<file path="src/rtl/bru_pkg.sv">
// Shared types and helpers for the branch resolve unit: the per-stage
// prediction record and the sequential next-PC function.
package bru_pkg;

  localparam logic [31:0] INSTR_BYTES = 32'd4;

  typedef struct packed {
    logic        valid;
    logic [31:0] pc;
    logic        pred;
    logic [31:0] npc_pred;
  } pred_slot_t;

  function automatic logic [31:0] next_seq(input logic [31:0] pc);
    return pc + INSTR_BYTES;
  endfunction

endpackage

</file>
<file path="src/rtl/bru_slot_reg.sv">
// One pipeline slot holding a prediction record; clear beats hold beats load.
module bru_slot_reg
  import bru_pkg::*;
(
  input  logic       clk,
  input  logic       rst,
  input  logic       clr,
  input  logic       hold,
  input  pred_slot_t slot_in,
  output pred_slot_t slot_out
);

  pred_slot_t slot_q, slot_d;

  // A cleared slot only drops valid; the stale payload is never consumed.
  always_comb begin
    slot_d = slot_q;
    if (clr) begin
      slot_d.valid = 1'b0;
    end else if (!hold) begin
      slot_d = slot_in;
    end
  end

  always_ff @(posedge clk or posedge rst) begin
    if (rst) begin
      slot_q <= '0;
    end else begin
      slot_q <= slot_d;
    end
  end

  assign slot_out = slot_q;

endmodule

</file>
<file path="src/rtl/branch_resolve_unit.sv">
// Carries fetch predictions to E, resolves them against the real branch
// outcome, raises a redirect on mispredictions and counts branches/misses.
module branch_resolve_unit
  import bru_pkg::*;
#(
  parameter int CNT_W = 32
) (
  input  logic             clk,
  input  logic             rst,
  input  logic [31:0]      PCF,
  input  logic             PredF,
  input  logic [31:0]      NPC_PredF,
  input  logic             StallD,
  input  logic             FlushD,
  input  logic             StallE,
  input  logic             FlushE,
  input  logic             IsBranchE,
  input  logic             BrTakenE,
  input  logic [31:0]      BrNPC,
  output logic [31:0]      PCE,
  output logic             PredE,
  output logic [31:0]      NPC_PredE,
  output logic             BranchE,
  output logic             RedirectE,
  output logic [31:0]      RedirectPC,
  output logic [CNT_W-1:0] BrCnt,
  output logic [CNT_W-1:0] MissCnt
);

  pred_slot_t f_slot, d_slot, e_slot;
  logic        res;
  logic        pred_e;
  logic        redirect;
  logic [31:0] redirect_pc;
  logic [CNT_W-1:0] br_cnt_q, br_cnt_d, miss_cnt_q, miss_cnt_d;

  assign f_slot = '{valid: 1'b1, pc: PCF, pred: PredF, npc_pred: NPC_PredF};

  bru_slot_reg u_slot_d (
    .clk      (clk),
    .rst      (rst),
    .clr      (FlushD | redirect),
    .hold     (StallD),
    .slot_in  (f_slot),
    .slot_out (d_slot)
  );

  bru_slot_reg u_slot_e (
    .clk      (clk),
    .rst      (rst),
    .clr      (FlushE | redirect),
    .hold     (StallE),
    .slot_in  (d_slot),
    .slot_out (e_slot)
  );

  // Target is only compared for taken branches; a prediction on anything
  // that falls through (not-taken or non-branch) is wrong by definition.
  always_comb begin
    pred_e      = e_slot.valid & e_slot.pred;
    res         = e_slot.valid & ~StallE;
    redirect    = 1'b0;
    redirect_pc = next_seq(e_slot.pc);
    if (res) begin
      if (IsBranchE && BrTakenE) begin
        if (!pred_e || (e_slot.npc_pred != BrNPC)) begin
          redirect    = 1'b1;
          redirect_pc = BrNPC;
        end
      end else if (pred_e) begin
        redirect = 1'b1;
      end
    end
  end

  // Saturating performance counters.
  always_comb begin
    br_cnt_d   = br_cnt_q;
    miss_cnt_d = miss_cnt_q;
    if (res && IsBranchE && (br_cnt_q != '1)) begin
      br_cnt_d = br_cnt_q + CNT_W'(1);
    end
    if (redirect && (miss_cnt_q != '1)) begin
      miss_cnt_d = miss_cnt_q + CNT_W'(1);
    end
  end

  always_ff @(posedge clk or posedge rst) begin
    if (rst) begin
      br_cnt_q   <= '0;
      miss_cnt_q <= '0;
    end else begin
      br_cnt_q   <= br_cnt_d;
      miss_cnt_q <= miss_cnt_d;
    end
  end

  assign PCE        = e_slot.pc;
  assign PredE      = pred_e;
  assign NPC_PredE  = e_slot.npc_pred;
  assign BranchE    = e_slot.valid & IsBranchE & BrTakenE;
  assign RedirectE  = redirect;
  assign RedirectPC = redirect_pc;
  assign BrCnt      = br_cnt_q;
  assign MissCnt    = miss_cnt_q;

endmodule

</file>
<file path="config.mk">
export PLATFORM = sky130hd
export DESIGN_NAME = branch_resolve_unit
export DESIGN_NICKNAME = d
export VERILOG_FILES = /design/src/rtl/bru_pkg.sv /design/src/rtl/bru_slot_reg.sv /design/src/rtl/branch_resolve_unit.sv
export SDC_FILE = /design/constraint.sdc
export NUM_CORES = 1
export LEC_CHECK = 0
export CORE_ASPECT_RATIO = 1.1
export CORE_MARGIN = 5
export CORE_UTILIZATION = 35
export DETAILED_ROUTE_END_ITERATION = 10
export DONT_BUFFER_PORTS = 1
export HOLD_SLACK_MARGIN = 0.15
export MAX_ROUTING_LAYER = met4
export SLEW_MARGIN = 20
export SYNTH_ARGS = -nofsm -noshare
export SYNTH_HDL_FRONTEND = slang
export SYNTH_SLANG_ARGS = --single-unit
</file>
<file path="constraint.sdc">
create_clock -name clk -period 9.2 [get_ports clk]
set_input_delay 0.92 -clock clk [delete_from_list [all_inputs] [get_ports clk]]
set_output_delay 0.92 -clock clk [all_outputs]
set_load 0.02 [all_outputs]
</file>
Word level (Yosys, flattened, before mapping)
Cells that the tools add are included.
{"block": "totals", "ff_bits": 196, "latchBits": 0, "word_cells": 47, "rom_bits": 0, "mem_count": 0, "ram_bits": 0, "inputBits": 105, "output_inout_bits": 163}
{"block": "classes", "mux": 11, "mul": 0, "div_mod_pow": 0, "magnitude_cmp": 0, "bitwise": 10, "shifts": 0, "n_reduce_logical": 8, "eq_ne": 5, "addsub": 3}
{"cell": "2-to-1 mux 66 bit", "count": 2}
{"cell": "2-to-1 mux 32 bit", "count": 3}
{"cell": "adder 32 x 1 -> 32 bit (second input constant)", "count": 2}
{"cell": "!= test 32 bit (second input constant)", "count": 2}
{"cell": "adder 32 x 3 -> 32 bit (second input constant)", "count": 1}
{"cell": "!= test 32 bit", "count": 1}
{"cell": "2-to-1 mux 1 bit", "count": 6}
{"cell": "bitwise AND 1 bit", "count": 4}
{"cell": "logical AND 1 bit", "count": 4}
{"cell": "!= test 2 x 1 -> 1 bit (second input constant)", "count": 2}
{"cell": "inverter 1 bit", "count": 4}
{"cell": "AND reduction 2 bit", "count": 2}
{"cell": "bitwise OR 1 bit", "count": 2}
{"cell": "logical NOT 1 bit", "count": 1}
{"cell": "logical OR 1 bit", "count": 1}

Longest topological paths before layout
Gate-level depths: netlist of run 1.
{"block": "depth", "word_depth": 9, "ltp_mapped": 9, "depth_no_buf": 7}

Modules after synthesis
From an unflattened synthesis of run 1, not the netlist that was laid out.
{"block": "unflattened", "cells_unflattened": 777, "hier_area_um2": 9764.4}
{"module": "bru_slot_reg", "seq_area_each_um2": 1651.6, "n_inst": 2, "cells_per_inst": 142, "area_each_um2": 2711.4}
{"module": "branch_resolve_unit", "seq_area_each_um2": 1601.5, "n_inst": 1, "cells_per_inst": 493, "area_each_um2": 4341.7}

Worst setup path before layout of run 1
OpenSTA, ideal clock, no wires.
{"block": "synth_timing", "path_type": "input -> output", "start": "in BrNPC[3]", "end": "out RedirectPC[31]", "stages": 7, "path_buffers": 1, "required_time_ns": 8.280, "arrival_ns": 2.571, "slack_ns": 5.709, "path_cell_list": "inv_1 -> a222oi_1 -> nand4_1 -> nor4_2 -> a21oi_1 -> clkbuf_1 -> o21ai_0"}
{"block": "synth_between", "elab_chain_len": 5}
{"element": "start, declared", "line": "branch_resolve_unit.sv:19", "text": "input logic [31:0] BrNPC,"}
{"element": "!= test 32 bit", "line": "branch_resolve_unit.sv:66", "text": "if (!pred_e || (e_slot.npc_pred != BrNPC)) begin"}
{"element": "logical OR 1 bit", "line": "branch_resolve_unit.sv:66"}
{"element": "2-to-1 mux 32 bit", "line": "branch_resolve_unit.sv:66"}
{"element": "2-to-1 mux 32 bit", "line": "branch_resolve_unit.sv:65", "text": "if (IsBranchE && BrTakenE) begin"}
{"element": "2-to-1 mux 32 bit", "line": "branch_resolve_unit.sv:64", "text": "if (res) begin"}
{"element": "end, declared", "line": "branch_resolve_unit.sv:25", "text": "output logic [31:0] RedirectPC,"}
No other way between the ends.

Final worst setup path of run 1
{"block": "layout_timing", "start": "reg u_slot_e.slot_q, in the netlist u_slot_e.slot_out[18]", "end": "out RedirectPC[25]"}
{"block": "layout_between", "elab_chain_len": 5}
{"element": "start, declared", "line": "bru_slot_reg.sv:13", "text": "pred_slot_t slot_q, slot_d;"}
{"element": "start signal, assigned", "line": "bru_slot_reg.sv:29", "text": "slot_q <= slot_d;"}
{"element": "!= test 32 bit", "line": "branch_resolve_unit.sv:66"}
{"element": "logical OR 1 bit", "line": "branch_resolve_unit.sv:66"}
{"element": "2-to-1 mux 32 bit", "line": "branch_resolve_unit.sv:66"}
{"element": "2-to-1 mux 32 bit", "line": "branch_resolve_unit.sv:65"}
{"element": "2-to-1 mux 32 bit", "line": "branch_resolve_unit.sv:64"}
No other way between the ends.

==> results of run 1 <==
flip-flops by register name (all words and copies together), names as in the netlist:
signal             count
BrCnt                 32
MissCnt               32
u_slot_d.slot_out     66
u_slot_e.slot_out     66
layout make-up:
type | count | area [um^2] | area share [%]
timing repair buffer | 4 | 30.03 | 0.2939
tap | 363 | 454.2 | 4.445
antenna | 2 | 5.005 | 0.04898
clock buffer | 19 | 432.9 | 4.237
inverter | 13 | 56.30 | 0.5511
sequential | 196 | 4905 | 48.00
clock inverter | 13 | 193.9 | 1.898
multi-input combinational | 538 | 4140 | 40.52
layout by cell type (no fill, tap or decap), types with 5 or more instances in the layout:
cell type and count:
inv_1 12, nor4_1 16, dfrtp_1 196, nand4_1 25, and3_1 21, clkbuf_16 17
o21ai_0 28, nor3_1 18, nand2_1 57, nor2_1 27, and4_1 6, nand3_1 39
inv_6 5, mux2_2 135, xnor2_1 34, nor2b_1 5, xor2_1 79, and2_1 5
nand2b_1 8, a21oi_1 5
worst max-delay path: cells and delay by family (launching register included):
family | cells | cell delay, ns
simple gates | 3 | 1.07
compound gates | 2 | 0.77
flops | 1 | 0.53
buf+inv | 1 | 0.32
xor+xnor | 1 | 0.22
final timing paths:
path | start | endpoint | slack [ns]
min reg2reg | u_slot_d.slot_out[40]$_DFFE_PP0P_ | u_slot_e.slot_out[40]$_DFFE_PP0P_ | 0.50
min in group clk | u_slot_d.slot_out[40]$_DFFE_PP0P_ | u_slot_e.slot_out[40]$_DFFE_PP0P_ | 0.50
max | u_slot_e.slot_out[18]$_DFFE_PP0P_ | RedirectPC[25] | 4.91
max reg2reg | u_slot_e.slot_out[18]$_DFFE_PP0P_ | u_slot_e.slot_out[53]$_DFFE_PP0P_ | 5.82
max in group asynchronous | rst | MissCnt[14]$_DFFE_PP0P_ | 7.17
min | rst | MissCnt[25]$_DFFE_PP0P_ | 0.50
where the power goes:
part           total (mW)  internal [mW]  switching [mW]
clock network       0.817          0.462           0.355
logic               0.344          0.164           0.181
registers            1.28          0.987           0.291
total                2.44           1.61           0.827
logic make-up (layout without fill, tap and decap cells):
kind of cell             count (synthesis)  after routing
other                                    0              2
AND/OR/NAND/NOR                        245            245
AO/OA/AOI/OAI                           40             40
adder cells (fa/ha/maj)                  3              3
flip-flops                             196            196
XOR/XNOR                               113            113
multiplexers                           137            137
buffers and inverters                  106             49
stage by stage:
| stage | instance area [um^2] | setup slack (ns) | std cells | total power [mW] |
|---|---|---|---|---|
| finish | 10220 | 4.910 | 1148 | 2.440 |
| floorplan | 9729 | 2.939 | 840 | 1.616 |
| detailed placement | 9585 | 5.053 | 1114 | 1.653 |
| CTS | 10210 | 4.890 | 1146 | 2.477 |
| global placement | 9585 | 5.099 | 1114 | 1.644 |
| global route | 10220 | 4.714 | 1148 | 2.553 |
routing by layer:
layer	vias up	global-route usage (%)	share of wire, %
met5	-	-	0
met4	0	6.473	2.3
met3	35	6.425	8.4
met2	231	29.34	49
met1	2985	21.53	41
li1	2727	-	-
==> summary.txt, run 1 <==
crit start category -> register
Rows -> 64
Clock H-tree levels -> 4
Final setup viols -> 0
I/O Pins -> 268
gr ovfl total -> 0
Final min period -> 4.290 ns
clk_lat worst skew -> 0.44 ns
Crit path arrival time -> 3.37 ns
dominant cells by area after synthesis -> dfrtp_1 50%, mux2_2 16%, xor2_1 7.1%
synth cell count leaders -> 196 x dfrtp_1, 135 x mux2_2, 79 x xor2_1, 74 x buf_4, 59 x nand2_1
Adder-Cell Fraction of Synth Area -> 0.3858%
die area -> 31,240 um^2
Die H -> 184.9 um
overall die width -> 169.0 um
total CTS buffers -> 17
Yosys reg bits -> 196
syn nets -> 948
Synth Instances -> 840
VDD IR max -> 0.1197 mV
CTS tree -> built
fin nets -> 878
first-pass GRT wire length -> 41.14 mm
starting DRC count in detailed routing -> 234
initial antenna violation count -> 1
IO Port Bufs -> 0
post-DR wirelength/cell -> 24.24 um
Simple-Gate Fraction of Synth Area -> 13.50%
CP Capture Type -> output port
Final Hold Viols -> 0
Area Overhead vs Synth -> 5.015%
critical path required time -> 8.28 ns
share of post-route cells with drive strength above 1 -> 23.12%
Initial Util -> 35.22%
Syn Std Cell Area -> 9729 um^2
library cells used by synthesis -> 44
Peak Freq -> 233.1 MHz
slowest library cell on the worst path -> o21ai_0
Synth warnings -> 0
post-DP HPWL -> 21.13 mm
clock-pin slew on the worst setup and hold paths -> 0.07 ns
via count -> 5,978
max incr delay on CP -> 0.68 ns
static leakage -> 4.338 nW
Least-Margin Pin Slew -> 0.9917 ns
core area -> 27,630 um^2
Slew Viols, Final -> 0
clock net sink count -> 196
vias in the first global route -> 6,323
PD cells -> 238.8 nW/um^2
Routed Antenna Nets -> 0
outcome -> complete, no violations
area share of xor/xnor cells in the synthesized design -> 10.17%
Clock Skews -> 0.009819 ns
drt drc -> 0
Post-synth EDFFs -> 0
Post-Route WL -> 27.83 mm
root buffer cell -> clkbuf_16
kind of critical path -> reg2out
Yosys top cell area share -> 50.41%
TNS Setup -> 0 ns
most common cell in the synthesized netlist -> dfrtp_1
drt pass-1 iters -> 6
CTS max path bufs -> 2
crit-path cells -> xor2_1 -> nor4_1 -> nand4_1 -> nor2_1 -> a21oi_4 -> buf_4 -> o21ai_0
critical path peak fanout -> 61
max cap viols -> 0
vias per cell -> 5.207
complex-gate fraction of the synthesized area -> 2.341%
GR Util All Layers -> 18.32%
fraction of registers with async set/reset -> 100.0%
largest family of logic cells by synthesized area -> multiplexers
Main synth FF type -> dfrtp_1
Worst Hold Class -> in2async
gp weighted congestion -> 0.8309
largest net degree at the start of global routing -> 131
sequential area share after synthesis -> 50.41%
final period utilization -> 46.64%
syn_area_per_cell -> 11.58 um^2
fin util -> 36.98%
post-synthesis mux area share -> 15.88%
Setup Fix Bufs, Post-CTS -> 0
R2R depth -> 7
Slew Limit Headroom -> 33.89%
RSZ-0062 raised after global routing -> false
cell taking the most area after synthesis -> dfrtp_1
post_cts resized -> 0
hold-fix buffers at CTS -> 0
fill count -> 2,753
worst hold margin -> 0.4998 ns
(Power assumes the default switching activity.)
==> inputs of run 2 (changes only) <==
==> constraint.sdc (replaced) <==
create_clock -name clk -period 3.8 [get_ports clk]
set_input_delay 0.38 -clock clk [delete_from_list [all_inputs] [get_ports clk]]
set_output_delay 0.38 -clock clk [all_outputs]
set_load 0.02 [all_outputs]
==> run 2 against run 1 <==
  * Die area did not move
  * Non-clock buffer count increased by 96
  * Sequential cell count did not move
  * Largest power group unchanged
  * Design area grew 9.2%
  * Highest routed layer unchanged
  * Combinational power grew to 3.0 times the previous value
  * Cell count increased by 8.1%
  * Register-to-register slack worse by 5.4 ns
  * Worst hold slack lost 0.048 ns
  * Global-route usage about the same
  * First-iteration DRC count grew 28%
  * Utilization is 3.4 points higher
  * Largest cell class unchanged
==> summary.txt, run 2 (same netlist as run 1, synthesis figures left out) <==
outcome -> complete, no violations
Least-Margin Pin Slew -> 0.8532 ns
WHS Path Cells -> 3
drt drc -> 0
post-DR wirelength/cell -> 22.73 um
max cap viols -> 0
VDD IR max -> 0.2136 mV
vias in the first global route -> 6,668
Peak Freq -> 278.6 MHz
critical path's most frequent cell -> buf_4
Clock H-tree levels -> 4
Slew Limit Headroom -> 42.99%
GR Util All Layers -> 18.28%
starting DRC count in detailed routing -> 299
crit start category -> register
fin nets -> 974
core area -> 27,630 um^2
Slew Viols, Final -> 0
critical path peak fanout -> 33
initial antenna violation count -> 0
crit-path cells -> xor2_1 -> nor4_1 -> nand4_1 -> nor2_1 -> a21oi_4 -> buf_4 -> o21ai_0 -> buf_4
CTS tree -> built
placed cell areas -> 9827 um^2
Reg2Reg Capture Point -> u_slot_e.slot_out[65]$_DFFE_PP0P_
r2r startpoint -> u_slot_e.slot_out[17]$_DFFE_PP0P_
Crit path arrival time -> 3.21 ns
Area Overhead vs Synth -> 14.66%
largest net degree at the start of global routing -> 112
clock net sink count -> 196
kind of critical path -> reg2out
Final min period -> 3.589 ns
Worst Hold Class -> in2reg
first-pass GRT wire length -> 41.49 mm
total CTS buffers -> 17
Initial Util -> 35.22%
Die H -> 184.9 um
final period utilization -> 94.45%
Rows -> 64
slowest library cell on the worst path -> dfrtp_1
commonest non-fill, non-tap cell in the layout -> dfrtp_1
CTS max path bufs -> 2
RSZ-0062 raised after global routing -> false
hold path start -> IsBranchE
Clock Skews -> 0.01264 ns
drt pass-1 iters -> 5
vias per cell -> 5.062
overall die width -> 169.0 um
Setup Fix Bufs, Post-CTS -> 0
most frequent cells in the layout -> 196 x dfrtp_1, 135 x mux2_2, 79 x xor2_1
via count -> 6,282
IO Port Bufs -> 0
clock-pin slew on the worst setup and hold paths -> 0.07 ns
flop-to-flop setup slack -> 0.42 ns
die area -> 31,240 um^2
post_cts resized -> 0
clk_lat worst skew -> 0.44 ns
critical path required time -> 3.42 ns
Final setup viols -> 0
Final Hold Viols -> 0
PD cells -> 544.1 nW/um^2
Crit path buffers/inverters -> 2
static leakage -> 4.769 nW
Final Instance Area -> 11,160 um^2
post-DP HPWL -> 21.46 mm
Post-Route WL -> 28.21 mm
I/O Pins -> 268
Routed Antenna Nets -> 0
gp weighted congestion -> 0.8466
Top Family by Delay on Critical Path -> simple AND/OR/NAND/NOR gates
root buffer cell -> clkbuf_16
CP Capture Type -> output port
R2R depth -> 9
max incr delay on CP -> 0.51 ns
gr ovfl total -> 0
WP depth -> 8
hold endpoint -> BrCnt[0]$_DFFE_PP0P_
share of post-route cells with drive strength above 1 -> 23.60%
TNS Setup -> 0 ns
[run 2: through the flow]
step	utilization, %	hold WS (ns)	instances	setup WS [ns]	power, mW
after floorplan	-	0.4535	840	0.8876	3.913
after global placement	35.57	0.4443	1140	0.6990	4.092
after detailed placement	35.57	0.4544	1140	0.6973	4.118
after CTS	40.37	0.4358	1240	0.2018	6.161
after global routing	40.37	0.4640	1240	0.01195	6.359
final	40.38	0.4520	1241	0.2109	6.070
[run 2: worst register-to-register path, stage by stage (launching register included)]
cell and delay [ns]:
dfrtp_1 0.51, xor2_1 0.22, nor4_1 0.51, nand4_1 0.16, nor2_1 0.32, and3_1 0.23, buf_4 0.33, nor2_1 0.26
nor3_1 0.21, dlygate4sd3_1 0.57
[run 2: cell type report]
cell class / instances / area, um^2
sequential: 196 / 4905
inverter: 13 / 52.55
multi-input combinational: 538 / 4140
timing repair buffer: 100 / 975.9
tap: 363 / 454.2
antenna: 1 / 2.502
fill: 2622 / 16470
clock buffer: 19 / 452.9
clock inverter: 11 / 172.7
[run 2: per-layer routing]
layer | up-vias | track usage, % | wire (um)
met2 | 206 | 29.99 | 13680
li1 | 2906 | - | -
met4 | 0 | 4.444 | 327
met1 | 3147 | 21.04 | 11560
met5 | - | - | 0
met3 | 23 | 7.513 | 2646
[run 2: how the worst max path moves through the flow]
stage	startpoint	endpoint	slack, ns
after CTS	u_slot_e.slot_out[29]$_DFFE_PP0P_	RedirectPC[29]	0.20
final	u_slot_e.slot_out[17]$_DFFE_PP0P_	RedirectPC[29]	0.21
after detailed placement	u_slot_e.slot_out[29]$_DFFE_PP0P_	RedirectPC[29]	0.70
after floorplan	rst	BrCnt[0]$_DFFE_PP0P_	0.89
after global routing	u_slot_e.slot_out[17]$_DFFE_PP0P_	RedirectPC[29]	0.01
after global placement	u_slot_e.slot_out[17]$_DFFE_PP0P_	RedirectPC[29]	0.70
[run 2: power by group]
group          switching (mW)  leakage, nW  total [mW]  internal (mW)
Clock                   0.827        0.306        1.96           1.14
Sequential              0.696         2.43        3.09           2.39
Combinational           0.491         2.03        1.02          0.527
[run 2: what timing repair did]
item | 4_1_cts | 5_1_grt
hold buffers | 70 | 0
endpoints found under the setup margin | 0 | 0
endpoints found under the hold margin | 263 | 0
